==> config.mk <==
export PLATFORM = sky130hd
export DESIGN_NAME = sti_pack_ctrl_flat
export DESIGN_NICKNAME = d
export VERILOG_FILES = /design/src/rtl/sti_pack_ctrl_pkg.sv /design/src/rtl/sti_pack_ctrl_if.sv /design/src/rtl/sti_pack_ctrl_byte_deser.sv /design/src/rtl/sti_pack_ctrl.sv /design/src/flat_wrapper.sv
export SDC_FILE = /design/constraint.sdc
export NUM_CORES = 1
export LEC_CHECK = 0
export CAP_MARGIN = 30
export CORE_MARGIN = 3
export CORE_UTILIZATION = 59
export CTS_BUF_LIST = sky130_fd_sc_hd__clkbuf_4 sky130_fd_sc_hd__clkbuf_8
export DETAILED_ROUTE_END_ITERATION = 8
export PLACE_DENSITY = 0.82
export SYNTH_ARGS = -nofsm -noshare
export SYNTH_HDL_FRONTEND = slang
export SYNTH_SLANG_ARGS = --single-unit
==> constraint.sdc <==
create_clock -name clk -period 2.35 [get_ports clk]
set_clock_uncertainty 0.1 [all_clocks]
set_input_delay 0.3525 -clock clk [delete_from_list [all_inputs] [get_ports clk]]
set_output_delay 0.3525 -clock clk [all_outputs]
set_load 0.005 [all_outputs]
==> src/rtl/sti_pack_ctrl_pkg.sv <==
// Shared definitions for the serial-to-pixel frame packer.
//   state_t  : controller FSM states
//   BYTE_W   : width of one pixel memory word
//   PAD_BYTE : value written into frame locations the stream did not fill
package sti_pack_ctrl_pkg;

  localparam int BYTE_W = 8;
  localparam logic [BYTE_W-1:0] PAD_BYTE = 8'h00;

  typedef enum logic [1:0] {
    IDLE = 2'd0,
    RECV = 2'd1,
    PAD  = 2'd2,
    DONE = 2'd3
  } state_t;

endpackage

==> src/rtl/sti_pack_ctrl_if.sv <==
// Serial input and pixel memory write bus of the frame packer.
//   so_valid/so_data             : serial bit stream (MSB first per byte)
//   pixel_wr/pixel_addr/pixel_dout : memory write port
// The master side is the controller: it consumes the serial stream and
// drives the memory write port. The slave side is the surrounding logic.
interface sti_pack_ctrl_if
  import sti_pack_ctrl_pkg::*;
#(
  parameter int ADDR_W = 4
);

  logic              so_valid;
  logic              so_data;
  logic              pixel_wr;
  logic [ADDR_W-1:0] pixel_addr;
  logic [BYTE_W-1:0] pixel_dout;

  modport master (
    input  so_valid,
    input  so_data,
    output pixel_wr,
    output pixel_addr,
    output pixel_dout
  );

  modport slave (
    output so_valid,
    output so_data,
    input  pixel_wr,
    input  pixel_addr,
    input  pixel_dout
  );

endinterface

==> src/rtl/sti_pack_ctrl_byte_deser.sv <==
// 8-bit shift-in packer with bit counter.
//   clk, rst    : clock, async active-high reset
//   en          : shift bit_in in (MSB first) and advance the bit counter
//   clr         : drop any partial byte (wins over en)
//   byte_out    : byte that completes if en is taken this cycle
//   byte_done   : en is high on the 8th bit of a byte
//   bitcnt      : bits held in the shift register
//   partial     : held bits left-aligned with zero LSBs
module byte_deser
  import sti_pack_ctrl_pkg::*;
(
  input  logic              clk,
  input  logic              rst,
  input  logic              en,
  input  logic              clr,
  input  logic              bit_in,
  output logic [BYTE_W-1:0] byte_out,
  output logic              byte_done,
  output logic [2:0]        bitcnt,
  output logic [BYTE_W-1:0] partial
);

  logic [BYTE_W-1:0] sr_q, sr_d;
  logic [2:0]        bitcnt_q, bitcnt_d;

  always_comb begin
    sr_d     = sr_q;
    bitcnt_d = bitcnt_q;
    if (clr) begin
      sr_d     = '0;
      bitcnt_d = '0;
    end else if (en) begin
      sr_d     = {sr_q[BYTE_W-2:0], bit_in};
      bitcnt_d = bitcnt_q + 3'd1;
    end
  end

  always_ff @(posedge clk or posedge rst) begin
    if (rst) begin
      sr_q     <= '0;
      bitcnt_q <= '0;
    end else begin
      sr_q     <= sr_d;
      bitcnt_q <= bitcnt_d;
    end
  end

  assign byte_out  = {sr_q[BYTE_W-2:0], bit_in};
  assign byte_done = en && (bitcnt_q == 3'd7);
  assign bitcnt    = bitcnt_q;
  // Only meaningful for bitcnt 1..7; a shift of 8 yields zero.
  assign partial   = sr_q << (4'd8 - {1'b0, bitcnt_q});

endmodule

==> src/rtl/sti_pack_ctrl.sv <==
// Frame controller: packs a serial stream into bytes, writes them to pixel
// memory at consecutive addresses, flushes a trailing partial byte,
// zero-pads the rest of the frame and pulses done.
//   clk, rst  : clock, async active-high reset
//   bus       : serial input and pixel write port (master modport)
//   busy      : frame in progress (RECV, PAD, DONE)
//   done      : one-cycle frame-complete pulse
//   overflow  : sticky, stream was longer than the frame; cleared by the
//               first bit of the next frame
//
// state | meaning
// IDLE  | waiting for the first valid bit of a frame
// RECV  | packing bits, writing each completed byte
// PAD   | writing PAD_BYTE until every frame address has been written
// DONE  | done pulse; wptr and packer return to zero
module sti_pack_ctrl
  import sti_pack_ctrl_pkg::*;
#(
  parameter int FRAME_BYTES = 16,
  parameter int ADDR_W      = 4
) (
  input  logic           clk,
  input  logic           rst,
  sti_pack_ctrl_if.master bus,
  output logic           busy,
  output logic           done,
  output logic           overflow
);

  localparam logic [ADDR_W:0] FB       = (ADDR_W + 1)'(FRAME_BYTES);
  localparam logic [ADDR_W:0] WPTR_ONE = {{ADDR_W{1'b0}}, 1'b1};

  state_t            state_q, state_d;
  logic [ADDR_W:0]   wptr_q, wptr_d;
  logic              pixel_wr_q, pixel_wr_d;
  logic [ADDR_W-1:0] pixel_addr_q, pixel_addr_d;
  logic [BYTE_W-1:0] pixel_dout_q, pixel_dout_d;
  logic              busy_q, busy_d;
  logic              done_q, done_d;
  logic              overflow_q, overflow_d;

  logic              des_en, des_clr, des_done;
  logic [BYTE_W-1:0] des_byte, des_partial;
  logic [2:0]        des_bitcnt;

  byte_deser u_deser (
    .clk       (clk),
    .rst       (rst),
    .en        (des_en),
    .clr       (des_clr),
    .bit_in    (bus.so_data),
    .byte_out  (des_byte),
    .byte_done (des_done),
    .bitcnt    (des_bitcnt),
    .partial   (des_partial)
  );

  always_comb begin
    state_d      = state_q;
    wptr_d       = wptr_q;
    pixel_wr_d   = 1'b0;
    pixel_addr_d = pixel_addr_q;
    pixel_dout_d = pixel_dout_q;
    overflow_d   = overflow_q;
    des_en       = 1'b0;
    des_clr      = 1'b0;

    unique case (state_q)
      IDLE: begin
        if (bus.so_valid) begin
          state_d    = RECV;
          des_en     = 1'b1;
          overflow_d = 1'b0;
        end
      end

      RECV: begin
        if (bus.so_valid) begin
          if (wptr_q < FB) begin
            des_en = 1'b1;
            if (des_done) begin
              pixel_wr_d   = 1'b1;
              pixel_addr_d = wptr_q[ADDR_W-1:0];
              pixel_dout_d = des_byte;
              wptr_d       = wptr_q + WPTR_ONE;
            end
          end else begin
            overflow_d = 1'b1;
          end
        end else begin
          des_clr = 1'b1;
          if (des_bitcnt != 3'd0) begin
            if (wptr_q < FB) begin
              pixel_wr_d   = 1'b1;
              pixel_addr_d = wptr_q[ADDR_W-1:0];
              pixel_dout_d = des_partial;
              wptr_d       = wptr_q + WPTR_ONE;
            end else begin
              overflow_d = 1'b1;
            end
          end
          state_d = (wptr_d < FB) ? PAD : DONE;
        end
      end

      // DONE follows once the last pad write has gone out, so done never
      // overlaps a pad write.
      PAD: begin
        if (wptr_q < FB) begin
          pixel_wr_d   = 1'b1;
          pixel_addr_d = wptr_q[ADDR_W-1:0];
          pixel_dout_d = PAD_BYTE;
          wptr_d       = wptr_q + WPTR_ONE;
        end else begin
          state_d = DONE;
        end
      end

      DONE: begin
        state_d = IDLE;
        wptr_d  = '0;
        des_clr = 1'b1;
      end

      default: state_d = IDLE;
    endcase

    busy_d = (state_d != IDLE);
    done_d = (state_d == DONE);
  end

  always_ff @(posedge clk or posedge rst) begin
    if (rst) begin
      state_q      <= IDLE;
      wptr_q       <= '0;
      pixel_wr_q   <= 1'b0;
      pixel_addr_q <= '0;
      pixel_dout_q <= '0;
      busy_q       <= 1'b0;
      done_q       <= 1'b0;
      overflow_q   <= 1'b0;
    end else begin
      state_q      <= state_d;
      wptr_q       <= wptr_d;
      pixel_wr_q   <= pixel_wr_d;
      pixel_addr_q <= pixel_addr_d;
      pixel_dout_q <= pixel_dout_d;
      busy_q       <= busy_d;
      done_q       <= done_d;
      overflow_q   <= overflow_d;
    end
  end

  assign bus.pixel_wr   = pixel_wr_q;
  assign bus.pixel_addr = pixel_addr_q;
  assign bus.pixel_dout = pixel_dout_q;
  assign busy           = busy_q;
  assign done           = done_q;
  assign overflow       = overflow_q;

endmodule

==> src/flat_wrapper.sv <==
// flat-port wrapper written by rule: the top's interface ports become plain ports
module sti_pack_ctrl_flat import sti_pack_ctrl_pkg::*;
#(
  parameter int FRAME_BYTES = 16,
  parameter int ADDR_W      = 4
)
  (clk, rst, busy, done, overflow, bus_so_valid, bus_so_data, bus_pixel_wr, bus_pixel_addr, bus_pixel_dout);
  sti_pack_ctrl_if #(.ADDR_W(ADDR_W)) bus_i ();
  input  logic clk;
  input  logic rst;
  output logic busy;
  output logic done;
  output logic overflow;
  input wire logic [$bits(bus_i.so_valid)-1:0] bus_so_valid;
  input wire logic [$bits(bus_i.so_data)-1:0] bus_so_data;
  output wire logic [$bits(bus_i.pixel_wr)-1:0] bus_pixel_wr;
  output wire logic [$bits(bus_i.pixel_addr)-1:0] bus_pixel_addr;
  output wire logic [$bits(bus_i.pixel_dout)-1:0] bus_pixel_dout;
  assign bus_i.so_valid = bus_so_valid;
  assign bus_i.so_data = bus_so_data;
  assign bus_pixel_wr = bus_i.pixel_wr;
  assign bus_pixel_addr = bus_i.pixel_addr;
  assign bus_pixel_dout = bus_i.pixel_dout;
  sti_pack_ctrl #(.FRAME_BYTES(FRAME_BYTES), .ADDR_W(ADDR_W)) u_core (.clk(clk), .rst(rst), .bus(bus_i), .busy(busy), .done(done), .overflow(overflow));
endmodule
==> results of run 1 <==
layer usage:
| layer | vias to the layer above | global-route usage | part of all wire |
|---|---|---|---|
| met5 | - | 0 | 0 |
| met4 | 0 | 0.1161 | 0.025 |
| met3 | 14 | 0.04853 | 0.045 |
| met2 | 51 | 0.4240 | 0.51 |
| met1 | 813 | 0.2922 | 0.42 |
| li1 | 778 | - | - |
logic make-up after synthesis:
group / share of synthesized area
AOI/OAI and AO/OA: 0.2554
and+or+nand+nor: 0.1036
DFF: 0.4195
buffers and inverters: 0.05181
muxes: 0.1080
adders and majority gates: 0.06169
critical path, stage by stage (launching register included):
cell	delay (ns)
dfrtp_1	0.44
inv_1	0.10
ha_1	0.36
nand2_1	0.24
o221ai_1	0.44
mux2_2	0.39
cell usage after synthesis (3+ instances only):
| cell type | instances |
|---|---|
| nor3_1 | 4 |
| nand2b_1 | 3 |
| inv_1 | 12 |
| o22a_1 | 3 |
| a31oi_1 | 4 |
| ha_1 | 10 |
| a21oi_1 | 14 |
| mux4_1 | 3 |
| dfrtp_1 | 34 |
| mux2_2 | 6 |
| a32o_1 | 3 |
| buf_2 | 9 |
| nor3b_1 | 3 |
| mux2i_1 | 5 |
| nor2_1 | 8 |
| nand2_1 | 7 |
| o2bb2ai_1 | 6 |
| a22o_1 | 10 |
| o21ai_0 | 6 |
| o21a_1 | 4 |
cell type report:
cell class / count / area (µm²)
multi-input combinational: 132 / 1080
sequential: 34 / 850.8
fill: 253 / 789.5
inverter: 12 / 45.04
tap: 44 / 55.05
clock buffer: 7 / 52.55
timing repair buffer: 31 / 280.3
where the power goes:
group          switching [mW]  total, mW  internal [mW]
Sequential              0.176      0.954          0.779
Combinational            1.01       1.92          0.914
Clock                   0.179      0.315          0.136
sequential cells by signal, indices dropped and copies added, names as in the netlist:
register	cells
u_core.bus.pixel_addr	4
u_core.bus.pixel_dout	8
u_core.bus.pixel_wr	1
u_core.busy	1
u_core.done	1
u_core.overflow	1
u_core.state_q	2
u_core.u_deser.bitcnt	3
u_core.u_deser.sr_q	8
u_core.wptr_q	5
through the flow:
step / utilization / setup slack [ns] / hold WS [ns] / cells / total power [mW]
final: 0.7496 / 0.1691 / 0.3197 / 260 / 3.190
after global routing: 0.7496 / 0.03382 / 0.3275 / 260 / 3.471
after CTS: 0.7472 / 0.1891 / 0.3202 / 260 / 3.183
after detailed placement: 0.7306 / 0.1991 / 0.3726 / 253 / 2.854
after global placement: 0.7306 / 0.2313 / 0.3749 / 253 / 2.783
after floorplan: - / 0.1983 / 0.3682 / 189 / 2.248
timing repair:
action | in CTS | in global routing
endpoints found under the setup margin | 0 | 1
setup buffers | 0 | 0
gates resized for setup | 0 | 2
worst paths after layout:
path / start / to / slack (ns) / cells past startpoint
worst max-delay path: u_core.state_q[1] / u_core.bus.pixel_addr[2] / 0.17 / 5
worst min-delay path: rst / u_core.bus.pixel_addr[1] / 0.32 / 3
worst max register to register: u_core.state_q[1] / u_core.bus.pixel_addr[2] / 0.17 / 5
worst min register to register: u_core.bus.pixel_dout[5] / u_core.bus.pixel_dout[5] / 0.40 / 1
max in group asynchronous: rst / u_core.u_deser.bitcnt[1] / 1.53 / 3
min in group clk: u_core.bus.pixel_dout[5] / u_core.bus.pixel_dout[5] / 0.40 / 1
==> flow_summary.json, run 1 <==
{
  "dp_hpwl_um": 3347,
  "finalHoldViolations": 0,
  "synth-seq-cells": 34,
  "yosysWarnings": 0,
  "worst_pin_slew_ns": 0.4335,
  "p_leak_nw": 1.047,
  "yosysTopAreaCell": "dfrtp_1",
  "async_reset_ff_frac": 1.000,
  "grt_usage": 0.2451,
  "antenna_found_initial": 0,
  "start_util": 0.6433,
  "placed_cell_area_um2": 2303,
  "tns_ns": 0,
  "firstDrtPassIters": 4,
  "dieArea_um2": 4177,
  "maxCapViolations": 0,
  "arrival_ns": 2.30,
  "io_buffers": 19,
  "final_cell_mix": "dfrtp_1 (34), clkdlybuf4s50_1 (19), a21oi_1 (14)",
  "synthToLayoutAreaGrowth_pct": 16.53,
  "wire_per_inst_um": 17.53,
  "netlist.area_leader.share": 0.4195,
  "htreeDepth": 2,
  "fmax_mhz": 458.5,
  "critPathLaunchType": "register",
  "drv_slew": 0,
  "ant_nets": 0,
  "synth-main-ff-cell": "dfrtp_1",
  "slew_headroom": 0.7110,
  "avgSynthCellArea_um2": 10.73,
  "routed_wl_um": 4557,
  "worstPathRequired_ns": 2.47,
  "drc": 0,
  "final_nets": 230,
  "cts_max_path_buffers": 2,
  "clkTransAtPathRegs_ns": 0.10,
  "fin_area_um2": 2364,
  "grt_pass1_vias": 1673,
  "numCtsBuffers": 5,
  "fp.dieH_um": 64.63,
  "crit_type": "reg2reg",
  "rows": 20,
  "layout_commonest_cell": "dfrtp_1",
  "rsz0062_at_grt": "false",
  "drive_gt1_frac": 0.1528,
  "status": "completed",
  "overflow": 0,
  "irDropWorstVdd_mv": 0.6160,
  "path_max_fanout": 10,
  "post_cts_hold_buffer_count": 0,
  "cts_tree": "built",
  "seq_area_frac_synth": 0.4195,
  "power_density_nw_per_um2": 1350,
  "layout_min_cycle_time_ns": 2.181,
  "antenna_cells": 0,
  "cts.sinks": 34,
  "synthTopCellsByArea": "dfrtp_1 (42%), ha_1 (6.2%), a22o_1 (4.3%)",
  "synthCells": 189,
  "vias": 1656,
  "coreArea_um2": 3153,
  "synth_area_um2": 2028,
  "hold_path_class": "in2async",
  "clk_latency_ns": 0.33,
  "grt_max_degree": 35,
  "gp_congestion": 0.9782,
  "cts_root_buf": "clkbuf_4",
  "cp-end-kind": "register",
  "grt_pass1_wl_um": 7783,
  "drt_iter0_drc": 127,
  "post_drt_via_cell_ratio": 6.369,
  "ys_types": 48,
  "finalCritPeriodShare": 0.9280,
  "io_pins": 20,
  "setup_viol": 0,
  "dieWidth_um": 64.63,
  "syn-num-nets": 203,
  "synth_edf_count": 0
}
No activity file was read; power rests on OpenSTA's default activity.
==> inputs of run 2 (changes only) <==
PLACE_DENSITY = unset   (was 0.82)
PLACE_DENSITY_LB_ADDON = 0.25   (was unset)
==> run 2 against run 1 <==
Net effect:
- non-clock buffer count decreased by 3
- total power down 0.71%
- flip-flop and latch count did not move
- wire length down 2.5%
- register-to-register slack improved by 0.04 ns
- combinational power decreased by 3%
- via count is 0.42% lower
- first-iteration DRC count up 7.9%
- die area stayed put
- critical path depth unchanged
- maximum frequency grew 1.9%
- final area down 0.79%
==> flow_summary.json, run 2 (synthesis results as in run 1) <==
{
  "gp_congestion": 0.9879,
  "met1_usage": 0.3041,
  "critPathLaunchType": "register",
  "worstReg2RegStart": "u_core.state_q[1]",
  "holdWs_ns": 0.3043,
  "grt_pass1_vias": 1684,
  "maxCapViolations": 0,
  "dieWidth_um": 64.63,
  "clkTransAtPathRegs_ns": 0.11,
  "synthToLayoutAreaGrowth_pct": 15.61,
  "rsz0062_at_grt": "false",
  "layout_commonest_cell": "dfrtp_1",
  "fp.dieH_um": 64.63,
  "setup_viol": 0,
  "overflow": 0,
  "cts_tree": "built",
  "rows": 20,
  "status": "completed",
  "arrival_ns": 2.28,
  "met3_usage": 0.04506,
  "tns_ns": 0,
  "grt_usage": 0.2409,
  "io_buffers": 19,
  "hold_path_class": "in2async",
  "dp_cells": 250,
  "total_power_mw": 3.167,
  "grt_max_degree": 35,
  "r2r_setup_slack_ns": 0.21,
  "post-cts-setup-buffers": 0,
  "fmax_mhz": 467.2,
  "antenna_found_initial": 0,
  "drt_iter0_drc": 137,
  "final_util": 0.7437,
  "top_usage_layer": "met2",
  "path_max_fanout": 10,
  "drv_slew": 0,
  "cts.sinks": 34,
  "dp_hpwl_um": 3218,
  "antenna_cells": 0,
  "post_cts_hold_buffer_count": 0,
  "start_util": 0.6433,
  "cts_root_buf": "clkbuf_4",
  "numCtsBuffers": 5,
  "ant_nets": 0,
  "final_cell_mix": "dfrtp_1 (34), clkdlybuf4s50_1 (19), a21oi_1 (14)",
  "p_leak_nw": 1.038,
  "irDropWorstVdd_mv": 0.6907,
  "crit_type": "reg2reg",
  "dieArea_um2": 4177,
  "worstPathRequired_ns": 2.49,
  "r2r_cells": 5,
  "layout_min_cycle_time_ns": 2.141,
  "clk_latency_ns": 0.34,
  "coreArea_um2": 3153,
  "power_density_nw_per_um2": 1351,
  "seq_area_um2": 850.8,
  "finalCritPeriodShare": 0.9109,
  "vias": 1649,
  "finalHoldViolations": 0,
  "final_nets": 227,
  "multi_input_area_um2": 1072,
  "use_met2": 0.4072,
  "cts_resized": 0,
  "worst_pin_slew_ns": 0.5262,
  "io_pins": 20,
  "crit_path_start": "u_core.state_q[1]",
  "cp-end-kind": "register",
  "htreeDepth": 2,
  "routed_wl_um": 4445,
  "firstDrtPassIters": 5,
  "slew_headroom": 0.6488,
  "post_drt_via_cell_ratio": 6.391,
  "drive_gt1_frac": 0.1402,
  "fillers": 246,
  "grt_pass1_wl_um": 7755,
  "layout.cells.non_filler": 258,
  "drc": 0,
  "wire_per_inst_um": 17.23,
  "cts_max_path_buffers": 2
}
-- run 2: area by class of cell --
class	count	area share
repair buffers	28	0.1099
multi-input cells	132	0.4573
inverters	12	0.01921
well taps	44	0.02348
flip-flops and latches	34	0.3629
clock inverters	1	0.002134
clock buffers	7	0.02508
-- run 2: path summary, 6_finish.rpt --
kind                                            end
max in group asynchronous         u_core.state_q[0]
hold / removal             u_core.bus.pixel_dout[4]
hold reg to reg            u_core.bus.pixel_dout[2]
setup reg to reg           u_core.bus.pixel_addr[3]
setup / recovery           u_core.bus.pixel_addr[3]
min in group clk           u_core.bus.pixel_dout[2]
-- run 2: where the power goes --
part | internal [mW] | total (mW) | switching (mW) | leakage, nW
registers | 0.779 | 0.946 | 0.167 | 0.452
clock network | 0.156 | 0.349 | 0.193 | 0.0387
logic | 0.883 | 1.87 | 0.989 | 0.547
total | 1.82 | 3.17 | 1.35 | 1.04
-- run 2: critical path, cell delays in order, from the launching register on --
cell	delay (ns)
dfrtp_1	0.44
inv_1	0.10
ha_1	0.36
nand2_1	0.22
o221ai_1	0.43
mux2_2	0.39
-- run 2: through the flow --
step                      worst slack [ns]  area (µm²)
after floorplan                     0.1983        2028
after global placement              0.2520        2281
after detailed placement            0.1247        2281
after CTS                           0.1958        2345
after global routing               0.03081        2345
final                               0.2094        2345
-- run 2: metal layers --
layer / up-vias / share of wire
li1: 774 / -
met2: 49 / 0.52
met1: 818 / 0.42
met5: - / 0
met4: 0 / 0.016
met3: 8 / 0.043
